--- config.mk ---
export PLATFORM = sky130hd
export DESIGN_NAME = uart_rx_flat
export DESIGN_NICKNAME = d
export VERILOG_FILES = /design/src/rtl/uart_pkg.sv /design/src/rtl/uart_rx_if.sv /design/src/rtl/uart_rx_baud_gen.sv /design/src/rtl/uart_rx.sv /design/src/flat_wrapper.sv
export SDC_FILE = /design/constraint.sdc
export NUM_CORES = 1
export LEC_CHECK = 0
export CORE_MARGIN = 5
export CORE_UTILIZATION = 60
export CTS_BUF_LIST = sky130_fd_sc_hd__clkbuf_4
export CTS_CLUSTER_DIAMETER = 120
export DETAILED_ROUTE_END_ITERATION = 7
export DONT_BUFFER_PORTS = 1
export GPL_TIMING_DRIVEN = 0
export PLACE_DENSITY = 0.9
export SYNTH_ARGS = -nofsm -noshare
export SYNTH_HDL_FRONTEND = slang
export SYNTH_SLANG_ARGS = --single-unit
--- constraint.sdc ---
create_clock -name clk -period 3.7 [get_ports clk]
set_input_delay 0.74 -clock clk [delete_from_list [all_inputs] [get_ports clk]]
set_output_delay 0.74 -clock clk [all_outputs]
set_load 0.05 [all_outputs]
--- src/rtl/uart_pkg.sv ---
// Shared UART definitions: receiver state encoding, frame constants,
// latched frame configuration and data-length helpers.
package uart_pkg;

  localparam int unsigned BAUD_W    = 17;
  localparam int unsigned LEN_W     = 4;
  localparam int unsigned DATA_W    = 8;
  localparam int unsigned TICK_W    = 4;

  localparam int unsigned OVS_TICKS = 16;
  localparam int unsigned MID_TICKS = 8;
  localparam int unsigned MAX_LEN   = 8;
  localparam int unsigned MIN_LEN   = 5;

  typedef enum logic [2:0] {
    IDLE,
    START,
    DATA,
    PARITY,
    STOP1,
    STOP2,
    DONE
  } rx_state_t;

  // Frame format captured when a frame starts.
  typedef struct packed {
    logic [LEN_W-1:0] length;
    logic             parity_en;
    logic             parity_type;
    logic             stop2;
  } rx_cfg_t;

  // Effective data length: 5..8, anything else means 8.
  function automatic logic [LEN_W-1:0] eff_len(input logic [LEN_W-1:0] length);
    return (length >= LEN_W'(MIN_LEN) && length <= LEN_W'(MAX_LEN)) ? length : LEN_W'(MAX_LEN);
  endfunction

  // Mask with the low 'len' bits set.
  function automatic logic [DATA_W-1:0] len_mask(input logic [LEN_W-1:0] len);
    logic [DATA_W:0] m;
    m = ((DATA_W+1)'(1) << len) - (DATA_W+1)'(1);
    return m[DATA_W-1:0];
  endfunction

endpackage

--- src/rtl/uart_rx_if.sv ---
// Receiver host interface.
//   master : host side, drives enable, line and frame format, receives data.
//   slave  : receiver side.
interface uart_rx_if;
  import uart_pkg::*;

  logic              rx_start;
  logic              rx;
  logic [BAUD_W-1:0] baud;
  logic [LEN_W-1:0]  length;
  logic              parity_en;
  logic              parity_type;
  logic              stop2;
  logic [DATA_W-1:0] rx_out;
  logic              rx_done;
  logic              rx_err;

  modport master (
    output rx_start, rx, baud, length, parity_en, parity_type, stop2,
    input  rx_out, rx_done, rx_err
  );

  modport slave (
    input  rx_start, rx, baud, length, parity_en, parity_type, stop2,
    output rx_out, rx_done, rx_err
  );

endinterface

--- src/rtl/uart_rx_baud_gen.sv ---
// Fractional accumulator producing OVS ticks per bit at the runtime baud rate.
//   clk, rst : clock, async active-low reset
//   baud     : bit rate in bit/s (0 stops the ticks)
//   tick     : one-cycle oversampling tick (registered)
module uart_rx_baud_gen
  import uart_pkg::*;
#(
  parameter int unsigned CLK_FREQ = 50_000_000,
  parameter int unsigned OVS      = OVS_TICKS
) (
  input  logic              clk,
  input  logic              rst,
  input  logic [BAUD_W-1:0] baud,
  output logic              tick
);

  localparam int unsigned ACC_W = 27;

  logic [ACC_W-1:0] acc;
  logic [ACC_W-1:0] sum_c;

  assign sum_c = acc + ACC_W'(baud) * ACC_W'(OVS);

  // Free-running accumulator; each wrap past CLK_FREQ is one tick.
  always_ff @(posedge clk or negedge rst) begin
    if (!rst) begin
      acc  <= '0;
      tick <= 1'b0;
    end else if (sum_c >= ACC_W'(CLK_FREQ)) begin
      acc  <= sum_c - ACC_W'(CLK_FREQ);
      tick <= 1'b1;
    end else begin
      acc  <= sum_c;
      tick <= 1'b0;
    end
  end

endmodule

--- src/rtl/uart_rx.sv ---
// UART frame receiver: 1 start, 5-8 data LSB first, optional parity, 1-2 stop.
//   clk, rst : clock, async active-low reset
//   bus      : uart_rx_if.slave (enable, serial line, baud, frame format in;
//              rx_out / rx_done strobe / rx_err out)
module uart_rx
  import uart_pkg::*;
#(
  parameter int unsigned CLK_FREQ = 50_000_000,
  parameter int unsigned OVS      = OVS_TICKS
) (
  input logic      clk,
  input logic      rst,
  uart_rx_if.slave bus
);

  logic              rx_meta;
  logic              rx_s;
  logic              tick;
  rx_state_t         state;
  rx_cfg_t           cfg_q;
  logic [TICK_W-1:0] tick_cnt;
  logic [2:0]        bit_idx;
  logic [DATA_W-1:0] data_q;
  logic [DATA_W-1:0] rx_out_q;
  logic              rx_done_q;
  logic              rx_err_q;
  logic              par_err;
  logic              frm_err;

  logic [DATA_W-1:0] mask_c;
  logic              mid_c;
  logic              bit_end_c;
  logic              last_bit_c;
  logic              exp_par_c;

  uart_rx_baud_gen #(
    .CLK_FREQ (CLK_FREQ),
    .OVS      (OVS)
  ) u_baud_gen (
    .clk  (clk),
    .rst  (rst),
    .baud (bus.baud),
    .tick (tick)
  );

  // Two-flop synchroniser; resets to the idle line level.
  always_ff @(posedge clk or negedge rst) begin
    if (!rst) begin
      rx_meta <= 1'b1;
      rx_s    <= 1'b1;
    end else begin
      rx_meta <= bus.rx;
      rx_s    <= rx_meta;
    end
  end

  assign mask_c     = len_mask(cfg_q.length);
  assign mid_c      = tick && (tick_cnt == TICK_W'(MID_TICKS - 1));
  assign bit_end_c  = tick && (tick_cnt == TICK_W'(OVS_TICKS - 1));
  assign last_bit_c = (LEN_W'(bit_idx) == cfg_q.length - LEN_W'(1));
  assign exp_par_c  = (^(data_q & mask_c)) ^ cfg_q.parity_type;

  // Frame FSM; the tick counter wraps every OVS_TICKS so it self-aligns per bit.
  always_ff @(posedge clk or negedge rst) begin
    if (!rst) begin
      state     <= IDLE;
      cfg_q     <= '0;
      tick_cnt  <= '0;
      bit_idx   <= '0;
      data_q    <= '0;
      rx_out_q  <= '0;
      rx_done_q <= 1'b0;
      rx_err_q  <= 1'b0;
      par_err   <= 1'b0;
      frm_err   <= 1'b0;
    end else begin
      rx_done_q <= 1'b0;
      rx_err_q  <= 1'b0;
      if (tick) tick_cnt <= tick_cnt + TICK_W'(1);

      unique case (state)
        IDLE: begin
          if (bus.rx_start && !rx_s) begin
            state    <= START;
            tick_cnt <= '0;
            bit_idx  <= '0;
            data_q   <= '0;
            par_err  <= 1'b0;
            frm_err  <= 1'b0;
            cfg_q    <= '{length:      eff_len(bus.length),
                          parity_en:   bus.parity_en,
                          parity_type: bus.parity_type,
                          stop2:       bus.stop2};
          end
        end
        START: begin
          if (mid_c) begin
            tick_cnt <= '0;
            state    <= rx_s ? IDLE : DATA;
          end
        end
        DATA: begin
          if (bit_end_c) begin
            data_q[bit_idx] <= rx_s;
            bit_idx         <= bit_idx + 3'd1;
            if (last_bit_c) state <= cfg_q.parity_en ? PARITY : STOP1;
          end
        end
        PARITY: begin
          if (bit_end_c) begin
            if (rx_s != exp_par_c) par_err <= 1'b1;
            state <= STOP1;
          end
        end
        STOP1: begin
          if (bit_end_c) begin
            if (!rx_s) frm_err <= 1'b1;
            state <= cfg_q.stop2 ? STOP2 : DONE;
          end
        end
        STOP2: begin
          if (bit_end_c) begin
            if (!rx_s) frm_err <= 1'b1;
            state <= DONE;
          end
        end
        DONE: begin
          rx_out_q  <= data_q & mask_c;
          rx_done_q <= 1'b1;
          rx_err_q  <= par_err | frm_err;
          par_err   <= 1'b0;
          frm_err   <= 1'b0;
          state     <= IDLE;
        end
        default: state <= IDLE;
      endcase
    end
  end

  assign bus.rx_out  = rx_out_q;
  assign bus.rx_done = rx_done_q;
  assign bus.rx_err  = rx_err_q;

endmodule

--- src/flat_wrapper.sv ---
// flat-port wrapper written by rule: the top's interface ports become plain ports
module uart_rx_flat import uart_pkg::*;
#(
  parameter int unsigned CLK_FREQ = 50_000_000,
  parameter int unsigned OVS      = OVS_TICKS
)
  (clk, rst, bus_rx_start, bus_rx, bus_baud, bus_length, bus_parity_en, bus_parity_type, bus_stop2, bus_rx_out, bus_rx_done, bus_rx_err);
  uart_rx_if bus_i ();
  input logic clk;
  input logic rst;
  input wire logic [$bits(bus_i.rx_start)-1:0] bus_rx_start;
  input wire logic [$bits(bus_i.rx)-1:0] bus_rx;
  input wire logic [$bits(bus_i.baud)-1:0] bus_baud;
  input wire logic [$bits(bus_i.length)-1:0] bus_length;
  input wire logic [$bits(bus_i.parity_en)-1:0] bus_parity_en;
  input wire logic [$bits(bus_i.parity_type)-1:0] bus_parity_type;
  input wire logic [$bits(bus_i.stop2)-1:0] bus_stop2;
  output wire logic [$bits(bus_i.rx_out)-1:0] bus_rx_out;
  output wire logic [$bits(bus_i.rx_done)-1:0] bus_rx_done;
  output wire logic [$bits(bus_i.rx_err)-1:0] bus_rx_err;
  assign bus_i.rx_start = bus_rx_start;
  assign bus_i.rx = bus_rx;
  assign bus_i.baud = bus_baud;
  assign bus_i.length = bus_length;
  assign bus_i.parity_en = bus_parity_en;
  assign bus_i.parity_type = bus_parity_type;
  assign bus_i.stop2 = bus_stop2;
  assign bus_rx_out = bus_i.rx_out;
  assign bus_rx_done = bus_i.rx_done;
  assign bus_rx_err = bus_i.rx_err;
  uart_rx #(.CLK_FREQ(CLK_FREQ), .OVS(OVS)) u_core (.clk(clk), .rst(rst), .bus(bus_i));
endmodule
==> out/results.tsv, run 1 <==
metric	value	unit
initialDrtViolationCount	654	
post-synth-top-count-cell	dfrtp_1	
synth_simple_gate_area_share	16.8	%
maximum_count_of_clock_buffers_along_a_single_path	2	
critical-path-max-stage-delay	460	ps
netlist.top_cell.by_area	dfrtp_1	
wl_met2	6180	um
largest_family_of_logic_cells_by_synthesized_area	compound AO/OA/AOI/OAI gates	
dp.final_hpwl	7770	um
clkSlewWorstSetupHoldPaths	130	ps
syn2layout_area_growth	17.8	%
count_of_final_max_slew_check_failures	0	
synth.area.mux_share	1.90	%
timing.final.crit_share	113	%
io_pins	38	
layout-drive-gt1-share	16.8	%
cp_common_cell	a2111oi_4	
die_width	95.8	um
power.static_leakage	2.16	nW
cp_data_arrival_time	4530	ps
vias_per_cell	6.94	
grt_pass1_wl	19400	um
synth_commonest_cells	dfrtp_1, nand2_1, o21ai_0	
dpl.cell_count	600	
rows	31	
crit_path_cell_trace	ha_4 > fa_2 > a21o_1 > a221o_2 > a2111oi_4 > buf_4 > nor3b_1 > or3_1 > a22oi_2 > a2111oi_4 > o21bai_4 > buf_6 > a21boi_2 > xnor2_1	
numCtsBuffers	9	
run_status	finished, violations left	
remaining_drcs	3	
cp.required	4030	ps
regToRegStartpoint	u_core.u_baud_gen.acc[4]$_DFF_PN0_	
clock_skew	15.6	ps
worst_setup_path_start_kind	flip-flop	
clock_latency_at_the_later_pin_of_the_worst_skew_pair	430	ps
timing.critical_path.max_delay_family	compound AO/OA/AOI/OAI gates	
yosys_most_used_dff	dfrtp_1	
routed-wl-met3	1420	um
clock_tree.root_cell	clkbuf_4	
max_cap_viol_count	0	
synthesis.yosys.warnings	0	
final_worst_setup_slack	-494	ps
vdd_ir_drop_max	0.441	mV
final-hold-violation-count	0	
min_period	4190	ps
synth.yosys.seq_area_share	35.7	%
ys_top_cells_by_area	dfrtp_1, ha_1, xnor2_1	
cp_max_fo	6	
post_synth.cell_area_avg	8.82	sq um
grt_pass1_vias	4089	
yosysUniqueCellTypes	57	
grt_antenna_before_repair	0	
worstSetupPathType	flip-flop to flip-flop	
violations	DRC, setup timing	
grt_max_degree	29	
core	7210	sq um
fin_area	5200	sq um
detailed_place.area	4610	sq um
finalWeightedCongestion	0.900	
cellPowerDensity	1020	nW/um^2
timing.critical_path.to_type	flip-flop	
final-instance-count-excl-fill	635	
setup_viol	21	
post_synth_inst_count	501	
nNetsFinal	586	
effective_utilization_at_floorplan	61.2	%
critPathSlowestCell	a2111oi_4	
maxUsedRoutingLayer	met4	
worst_max_slew_margin_expressed_relative_to_the_limit	48.8	%
routed_wire_length_per_instance	21.2	um
compound_gate_fraction_of_synth_area	23.2	%
grt_overflow_total	0	
port_buffers	0	
worst-r2r-cell-count	14	
timing.rr.end	u_core.u_baud_gen.acc[12]$_DFF_PN0_	
die_area	9180	sq um
global_route.usage.total	27.0	%
synth_fp_nets	556	
die_y	95.8	um
cts_tree	yes	
drt-pass1-iter-count	8	
reg2reg_slack	-490	ps
synth-adder-area-share	7.82	%
crit_buf_inv	2	
clock_sink_count	63	
cell_area_after_synthesis	4420	sq um
number_of_enable_flip_flop_cells_after_synthesis	0	
worst_pin_slew	762	ps
rsz_0062_raised_after_global_routing	yes	
m1WireLength	5060	um
synth-xor-area-share	10.9	%
routed_wl	13500	um
post-synth-top-area-fraction	34.6	%
fmax	238	MHz
clock_tree.htree_level_count	3	
synth-async-reset-ratio	100	%
worstHoldPathType	input pin to async pin	
insertedDiodeCount	0	
antenna_violating_nets_post_route	0	
postSynthRegisterBits	63	
num_vias	4405	
[stage by stage]
| stage | worst slack, ps | setup TNS [ps] | utilization [%] | hold slack (ps) | total power, mW |
|---|---|---|---|---|---|
| after floorplan | -286 | -3850 | - | 345 | 3.47 |
| after global placement | -625 | -10480 | 63.9 | 348 | 3.87 |
| after detailed placement | -853 | -15070 | 63.9 | 355 | 4.04 |
| after CTS | -189 | -2480 | 69.3 | 1.20 | 4.80 |
| after global routing | -739 | -12070 | 72.1 | 98.7 | 5.61 |
| final | -494 | -8340 | 72.1 | 110 | 5.31 |
[registers in the layout, summed over array words and instances, names as in the netlist]
register                cells
u_core.u_baud_gen.acc      23
u_core.bus.rx_out           8
u_core.data_q               8
u_core.cfg_q                7
u_core.tick_cnt             4
u_core.bit_idx              3
u_core.state                3
u_core.bus.rx_done          1
u_core.bus.rx_err           1
u_core.frm_err              1
u_core.par_err              1
u_core.rx_meta              1
u_core.rx_s                 1
u_core.u_baud_gen.tick      1
[worst reg2reg max path: stages (launching register included)]
cell	delay [ps]
dfrtp_1	420
ha_4	170
fa_2	340
a21o_1	180
a221o_2	400
a2111oi_4	460
buf_4	190
nor3b_1	50
or3_1	400
a22oi_2	400
a2111oi_4	180
o21bai_4	390
buf_6	240
a21boi_2	80
xnor2_1	220
[power breakdown]
| part | internal (mW) | total, mW | switching [mW] |
|---|---|---|---|
| Clock | 0.207 | 0.487 | 0.281 |
| Combinational | 1.42 | 3.55 | 2.13 |
| Sequential | 0.953 | 1.27 | 0.322 |
[layer usage]
layer  GRT usage [%]  vias to the layer above
li1                -                     1855
met1            33.7                     2073
met2            43.8                      362
met3            4.77                      115
met4            16.0                        0
met5               0                        -
[worst max path at each step]
stage	startpoint	end	slack [ps]	depth (start not counted)
2_1_floorplan	bus_baud[0]	u_core.u_baud_gen.acc[21]$_DFF_PN0_	-290	12
3_3_place_gp	bus_baud[5]	u_core.u_baud_gen.acc[24]$_DFF_PN0_	-620	13
3_5_place_dp	bus_baud[3]	u_core.u_baud_gen.acc[11]$_DFF_PN0_	-850	12
4_1_cts	u_core.u_baud_gen.acc[4]$_DFF_PN0_	u_core.u_baud_gen.acc[19]$_DFF_PN0_	-190	14
5_1_grt	u_core.u_baud_gen.acc[8]$_DFF_PN0_	u_core.u_baud_gen.acc[23]$_DFF_PN0_	-740	12
6_report	u_core.u_baud_gen.acc[4]$_DFF_PN0_	u_core.u_baud_gen.acc[12]$_DFF_PN0_	-490	14
[area by class of cell]
| type | instances | area [sq um] |
|---|---|---|
| Fill cell | 462 | 2010 |
| Tap cell | 99 | 124 |
| Clock inverter | 7 | 73.8 |
| Sequential cell | 63 | 1580 |
| Multi-Input combinational cell | 398 | 2980 |
| Clock buffer | 9 | 67.6 |
| Inverter | 17 | 63.8 |
| Buffer | 20 | 109 |
| Timing Repair Buffer | 22 | 204 |
[cells in the final DEF (no fill, tap or decap), types with 16 or more instances in the layout]
master	synthesis	routed
dfrtp_1	61	61
nand2_1	59	59
o21ai_0	47	47
nor2_1	35	34
xnor2_1	36	31
ha_1	26	25
a21oi_1	31	21
clkbuf_1	20	16
nand3_1	17	16
buf_4	1	16
[cells by family after synthesis]
group,after synthesis
simple gates,159
xor+xnor,54
mux,8
flops,63
buf+inv,40
fa+ha+maj,27
compound gates,150
[what timing repair did]
action	in CTS	in global routing
hold buffers	2	1
resized for setup	34	25
buffers inserted	12	6
endpoints found under the hold margin	25	24
cloned	1	0
pin swaps	36	22
endpoints found under the setup margin	21	21
No activity file was read; power rests on OpenSTA's default activity.
==> run 2: changes to the inputs <==
Settings changed: ABC_AREA set to 1.
==> run 2 against run 1 <==
Against the previous run:
- the run now ends clean
- first-iteration DRC count down 28%
- worst hold slack better by 25 ps
- routed wire length shrank 6.7%
- critical path depth increased by 3
- setup slack improved by 830 ps
- sequential cell count unchanged
- cell count rose by 44%
- register-to-register slack improved by 830 ps
- synthesized cell count up 57%
==> out/results.tsv, run 2 <==
metric	value	unit
synth.yosys.seq_area_share	30.3	%
max_flop_register	u_core.u_baud_gen.acc	
drt-pass1-iter-count	5	
grt_antenna_before_repair	0	
cp_common_cell	nand3_1	
nFillCells	741	
min_period	3370	ps
power.static_leakage	2.97	nW
routed_wire_length_per_instance	13.8	um
worst-r2r-cell-count	17	
clock_tree.htree_level_count	3	
vias_per_cell	5.50	
post-synth-top-area-fraction	29.3	%
grt_pass1_wl	21200	um
syn2layout_area_growth	6.40	%
die_area	10600	sq um
crit_path_cell_trace	ha_1 > fa_1 > nand3_1 > nand3_1 > xnor2_1 > ha_1 > nand3_1 > nor2_1 > nor2_1 > nand4_1 > nand2_2 > nand3_2 > nand2_2 > inv_4 > buf_6 > nand3_1 > nand2_1	
numCtsBuffers	9	
synthesis.yosys.warnings	0	
critPathSlowestCell	fa_1	
mostFrequentLayoutCells	nand2_1, inv_1, nand3_1, nor2_1, dfrtp_1	
timing.final.crit_share	91.1	%
rsz_0062_raised_after_global_routing	no	
yosys_most_used_dff	dfrtp_1	
antenna_violating_nets_post_route	0	
ys_top_cells_by_area	dfrtp_1, nand2_1, inv_1	
synth_fp_nets	842	
global_route.usage.total	25.1	%
effective_utilization_at_floorplan	60.6	%
cp_max_fo	10	
grt_max_degree	62	
worst_pin_slew	730	ps
cell_area_after_synthesis	5200	sq um
finalWeightedCongestion	0.979	
cellPowerDensity	977	nW/um^2
clock_latency_at_the_later_pin_of_the_worst_skew_pair	430	ps
worstSetupPathType	flip-flop to flip-flop	
cp.required	4060	ps
post_synth.cell_area_avg	6.61	sq um
remaining_drcs	0	
yosysUniqueCellTypes	42	
aggregate_negative_setup_slack	0	ps
die_y	103	um
insertedDiodeCount	0	
grt_pass1_vias	4635	
cts_tree	yes	
post-synth-top-count-cell	nand2_1	
die_width	103	um
largest_register_ff_count	23	
num_vias	5012	
synth-async-reset-ratio	100	%
run_status	complete, no violations	
synth_commonest_cells	nand2_1, inv_1, nand3_1	
worst_max_slew_margin_expressed_relative_to_the_limit	50.9	%
fmax	297	MHz
netlist.top_cell.by_area	dfrtp_1	
core	8590	sq um
dp.final_hpwl	9500	um
final-hold-violation-count	0	
worstHoldPathType	input pin to async pin	
clkSlewWorstSetupHoldPaths	130	ps
timing.critical_path.to_type	flip-flop	
total_power	5.41	mW
post_synth_inst_count	787	
mostFrequentLayoutCell	nand2_1	
critical-path-max-stage-delay	500	ps
clock_sink_count	63	
clock_skew	16.3	ps
vdd_ir_drop_max	0.537	mV
setup_viol	0	
number_of_enable_flip_flop_cells_after_synthesis	0	
grt_overflow_total	0	
clock_tree.root_cell	clkbuf_4	
io_pins	38	
rows	34	
nNetsFinal	854	
worst_setup_path_start_kind	flip-flop	
max_cap_viol_count	0	
maximum_count_of_clock_buffers_along_a_single_path	2	
routed_wl	12600	um
layout-drive-gt1-share	8.71	%
initialDrtViolationCount	469	
port_buffers	0	
count_of_final_max_slew_check_failures	0	
cp_data_arrival_time	3730	ps
cts_post_setup_buffers_inserted	0	
postSynthRegisterBits	63	
-- run 2: critical path: cells and delay by family, from the launching register on --
kind,cells,cell delay [ps]
flops,1,390
simple gates,11,1250
xor+xnor,1,370
fa+ha+maj,3,1000
buf+inv,2,270
-- run 2: area by class of cell --
cell class | instances | area (sq um) | area share, %
clock inverter | 7 | 103 | 1.85
multi-input combinational | 595 | 3110 | 56.1
inverter | 119 | 449 | 8.11
timing repair buffer | 1 | 27.5 | 0.497
sequential | 63 | 1580 | 28.5
tap | 108 | 135 | 2.44
buffer | 10 | 70.1 | 1.27
clock buffer | 9 | 67.6 | 1.22
-- run 2: path summary, 6_finish.rpt --
check,startpoint,to,slack (ps)
max,u_core.u_baud_gen.acc[4]$_DFF_PN0_,u_core.u_baud_gen.acc[18]$_DFF_PN0_,330
min,rst,u_core.rx_meta$_DFF_PN1_,140
max reg2reg,u_core.u_baud_gen.acc[4]$_DFF_PN0_,u_core.u_baud_gen.acc[18]$_DFF_PN0_,330
min reg2reg,u_core.rx_meta$_DFF_PN1_,u_core.rx_s$_DFF_PN1_,380
max in group asynchronous,rst,u_core.bit_idx[1]$_DFFE_PN0P_,3270
min in group clk,bus_rx,u_core.rx_meta$_DFF_PN1_,290
-- run 2: repair_timing --
action / CTS / global route
hold buffers: 1 / 0
resized for setup: 0 / 0
hold endpoints to repair: 61 / 0
-- run 2: metrics by stage --
step           cells  instance area (sq um)  utilization [%]  hold slack [ps]  setup WS [ps]
6_report         912                   5540             64.4              135            331
3_5_place_dp     895                   5340             62.1              357           53.4
3_3_place_gp     895                   5340             62.1              356            105
5_1_grt          912                   5540             64.4              119           69.6
2_1_floorplan    787                   5200                -              345            677
4_1_cts          912                   5540             64.4              129            392
-- run 2: report_power, final --
part	internal, mW	switching, mW
logic	1.19	2.37
clock network	0.283	0.316
registers	0.967	0.286
-- run 2: kinds of logic (layout without fill, tap and decap cells) --
| group | count (synthesis) | count (layout) | share of synthesized area, % |
|---|---|---|---|
| buffers and inverters | 129 | 146 | 9.98 |
| XOR/XNOR | 31 | 31 | 5.51 |
| AO/OA/AOI/OAI | 78 | 78 | 8.73 |
| adder cells (fa/ha/maj) | 27 | 27 | 6.64 |
| AND/OR/NAND/NOR | 459 | 459 | 38.8 |
| flip-flops | 63 | 63 | 30.3 |
-- run 2: metal layers --
layer / vias up / routed length (um) / track usage (%)
li1: 2551 / - / -
met2: 182 / 5750 / 39.5
met5: - / 0 / 0
met4: 0 / 238 / 7.77
met3: 27 / 876 / 3.32
met1: 2252 / 5710 / 36.1
